`src/rtl/seg7_pkg.sv`:
```
// rtl/seg7_pkg.sv - segment bit indices, hex glyph table and dark pattern
package seg7_pkg;

    localparam int SEG_A  = 0;
    localparam int SEG_B  = 1;
    localparam int SEG_C  = 2;
    localparam int SEG_D  = 3;
    localparam int SEG_E  = 4;
    localparam int SEG_F  = 5;
    localparam int SEG_G  = 6;
    localparam int SEG_DP = 7;

    // Active-high gfedcba; b and d are lowercase so they differ from 8 and 0
    localparam logic [6:0] GLYPH_TABLE [16] = '{
        7'h3F, 7'h06, 7'h5B, 7'h4F, 7'h66, 7'h6D, 7'h7D, 7'h07,
        7'h7F, 7'h6F, 7'h77, 7'h7C, 7'h39, 7'h5E, 7'h79, 7'h71
    };

    localparam logic [7:0] SEG_DARK = 8'h00;

endpackage

```
`src/rtl/seg7_glyph_rom.sv`:
```
// rtl/seg7_glyph_rom.sv - combinational nibble to active-high gfedcba glyph
module seg7_glyph_rom
    import seg7_pkg::*;
(
    input  logic [3:0] digit_i,
    output logic [6:0] glyph_o
);

    always_comb begin
        glyph_o = GLYPH_TABLE[digit_i];
    end

endmodule

```
`src/rtl/decoder_display_7_segment.sv`:
```
// rtl/decoder_display_7_segment.sv - registered hex to 7-segment decoder with dp, blank, polarity
module decoder_display_7_segment
    import seg7_pkg::*;
#(
    parameter bit ACTIVE_LOW = 1'b0
) (
    output logic [7:0] o,
    input  logic [3:0] i,
    input  logic       clk,
    input  logic       reset,
    input  logic       dp,
    input  logic       blank
);

    logic [6:0] glyph;
    logic [7:0] base;
    logic [7:0] o_d;
    logic [7:0] o_q;

    seg7_glyph_rom u_glyph_rom (
        .digit_i (i),
        .glyph_o (glyph)
    );

    // Blank also kills dp; polarity is applied last so it covers all 8 bits
    always_comb begin
        base         = SEG_DARK;
        o_d          = SEG_DARK;
        if (!blank) begin
            base[SEG_G:SEG_A] = glyph;
            base[SEG_DP]      = dp;
        end
        o_d = ACTIVE_LOW ? ~base : base;
    end

    always_ff @(posedge clk) begin
        if (reset) begin
            o_q <= ACTIVE_LOW ? ~SEG_DARK : SEG_DARK;
        end else begin
            o_q <= o_d;
        end
    end

    assign o = o_q;

endmodule

```
`config.mk`:
```
export PLATFORM = sky130hd
export DESIGN_NAME = decoder_display_7_segment
export DESIGN_NICKNAME = d
export VERILOG_FILES = /design/src/rtl/seg7_pkg.sv /design/src/rtl/seg7_glyph_rom.sv /design/src/rtl/decoder_display_7_segment.sv
export SDC_FILE = /design/constraint.sdc
export NUM_CORES = 1
export LEC_CHECK = 0
export BUFFER_PORTS_ARGS = -buffer_cell sky130_fd_sc_hd__clkbuf_2
export CAP_MARGIN = 20
export CORE_AREA = 2 2 39 41
export CTS_CLUSTER_DIAMETER = 100
export DETAILED_ROUTE_END_ITERATION = 10
export DIE_AREA = 0 0 41 43
export SYNTH_ARGS = -nofsm -noshare
export SYNTH_HDL_FRONTEND = slang
export SYNTH_SLANG_ARGS = --single-unit
```
`constraint.sdc`:
```
create_clock -name clk -period 1.3 [get_ports clk]
set_input_delay 0.26 -clock clk [delete_from_list [all_inputs] [get_ports clk]]
set_output_delay 0.26 -clock clk [all_outputs]
set_load 0.02 [all_outputs]
```
==> results.toml <==
[timing]
rsz0062_at_grt = "false"
worstMarginPinSlew_ns = 0.237
fin_tns_setup_ns = 0
maxSlewViolCount = 0
finalCriticalPeriod_ns = 1.06
fin_crit_sh = 0.818
setup_slack_ns = 0.237
hold_viol = 0
maxSlewHeadroom = 0.841
setup_viol = 0
maxClockFrequency_mhz = 941

[status]
status = "finished, final reports clean"

[pwr]
pwr-share-seq = 0.472
ir_drop_mv = 0.242
leakagePower_nw = 0.290
netSwitchingPower_uw = 146
p_comb_frac = 0.200
p_sw_frac = 0.263
p_clk_frac = 0.328
finalPower_uw = 556
p_int_uw = 410
cellPowerDensity_mw_per_mm2 = 997

[drt]
drc = 0
antenna_left = 0
drtIter0Drc = 8
totalWireLength_um = 815
first_pass_iters = 4
vias = 391
route.met3.wl_um = 77
vias_per_cell = 4.77
highest_layer = "met4"
wl_met2_um = 346
wl_met1_um = 369
routedWlPerCell_um = 9.94

[clock_network]
cts_root_buf = "clkbuf_4"
tritoncts = "done"
clk_pin_slew_worst_paths_ns = 0.05
ctsLongestPathBuffers = 2
postCtsSetupBuffers = 0
cts_buffers = 3
ctsResizeCount = 0
cts_sinks = 8
htree_num_levels = 1
post_cts_hold_buffer_count = 0

[critical_path]
path_max_fanout = 4
cp-startpoint = "i[0]"
crit_path_start_kind = "input pin"
max_stage_delay_ns = 0.29
cp-end-kind = "flop"
cp_num_buf_inv = 2
critPathTopFamily = "simple AND/OR/NAND/NOR gates"
crit_chain = "clkbuf_2 -> inv_1 -> ha_1 -> nor2b_1 -> o21ai_0 -> and3_1"
arrival_ns = 1.21
critPathSlowestCell = "ha_1"
cp.depth = 6
worstSetupPathType = "in2reg"
crit_required_ns = 1.44

[finish]
fin_cells = 82
area_growth_pct = 24.2
final_common_cell = "clkbuf_2"
finalNetCount = 83
num-fill-cells = 146
drive_gt1_frac = 0.288
fin_util = 0.403
layout_common_cells = "clkbuf_2, dfxtp_1, ha_1"
diodes = 0
largest_reg_flops = 8
multiInputGateArea_um2 = 265
seqCellArea_um2 = 160

[min_path]
hp-class = "in2reg"
min_from = "dp"
holdPathStages = 2

[floorplan]
start_util = 0.325
rows = 14
dieHeight_um = 43
design.core.area_mm2 = 0.00138
die_w_um = 41
io_pins = 16
die_area_mm2 = 0.00176

[global_route]
grt_start_max_net_pins = 15
grt.total_usage = 0.120
antenna_found_initial = 0
grt-ovfl-total = 0
grt_pass1_vias = 343
grt_pass1_wl_um = 1430

[synthesis]
synth.distinct_cells = 21
yosysWarnings = 0
syn_nets = 64
ys_ff_latch = 8
netlist_area_um2 = 449
synth.avg_cell_area_um2 = 9.17
yosysSeqAreaShare = 0.357
syn-instance-count = 49

[placed_design]
dp_hpwl_um = 645
io_buffers = 15
dpl_worst_slack_ns = -0.0202
post-place-cells = 79
gp_congestion = 0.870

[job]
drv_cap = 0
[per-stage QoR]
stage                     hold slack, ns  cell area [um^2]
after global placement             0.460               536
after CTS                          0.207               558
after detailed placement           0.467               536
after global routing               0.207               558
after floorplan                    0.382               449
final                              0.215               558
[synthesized netlist by cell type]
cell      number  area (um^2)
a211o_1        2         17.5
a21oi_1        3         15.0
a221oi_1       2         17.5
and2_1         1         6.26
and3_1         1         6.26
buf_2          1         5.00
buf_6          1         11.3
dfxtp_1        8          160
ha_1           7         87.6
inv_1          2         7.51
nand2_1        4         15.0
nand2b_1       2         12.5
nand3_1        1         5.00
nand3b_1       1         7.51
nor2_1         3         11.3
nor2b_1        5         31.3
o21ai_0        1         5.00
o21ai_1        1         5.00
o31ai_1        1         7.51
o32ai_1        1         8.76
or2_1          1         6.26
[cell families (layout without fill, tap and decap cells)]
family                   Yosys count  after routing  share of synthesized area
AO/OA/AOI/OAI                     11             11                      0.170
adder cells (fa/ha/maj)            7              7                      0.195
buffers and inverters              4             21                     0.0529
AND/OR/NAND/NOR                   19             19                      0.226
flip-flops                         8              8                      0.357
[layer usage]
layer  GRT usage  up-vias
li1            -      204
met1       0.158      162
met2       0.166       22
met3      0.0157        3
met4       0.100        0
met5           0        -
[final cells by class]
| cell class | count | area share |
|---|---|---|
| multi-input combinational | 37 | 0.475 |
| sequential | 8 | 0.287 |
| timing repair buffer | 16 | 0.148 |
| clock buffer | 3 | 0.0404 |
| tap | 16 | 0.0359 |
| inverter | 2 | 0.0135 |
[power by group through the flow]
stage          sequential [mW]  clock (mW)  combinational, mW
2_1_floorplan            0.286           0             0.0562
3_3_place_gp             0.267           0              0.111
3_5_place_dp             0.267           0              0.111
4_1_cts                  0.262       0.194              0.112
5_1_grt                  0.263       0.207              0.127
6_report                 0.262       0.183              0.111
[path summary, 6_finish.rpt]
| path | end | slack [ns] |
|---|---|---|
| max | o[1] | 0.24 |
| min | o[7] | 0.22 |
Power figures use the tool's default switching activity.
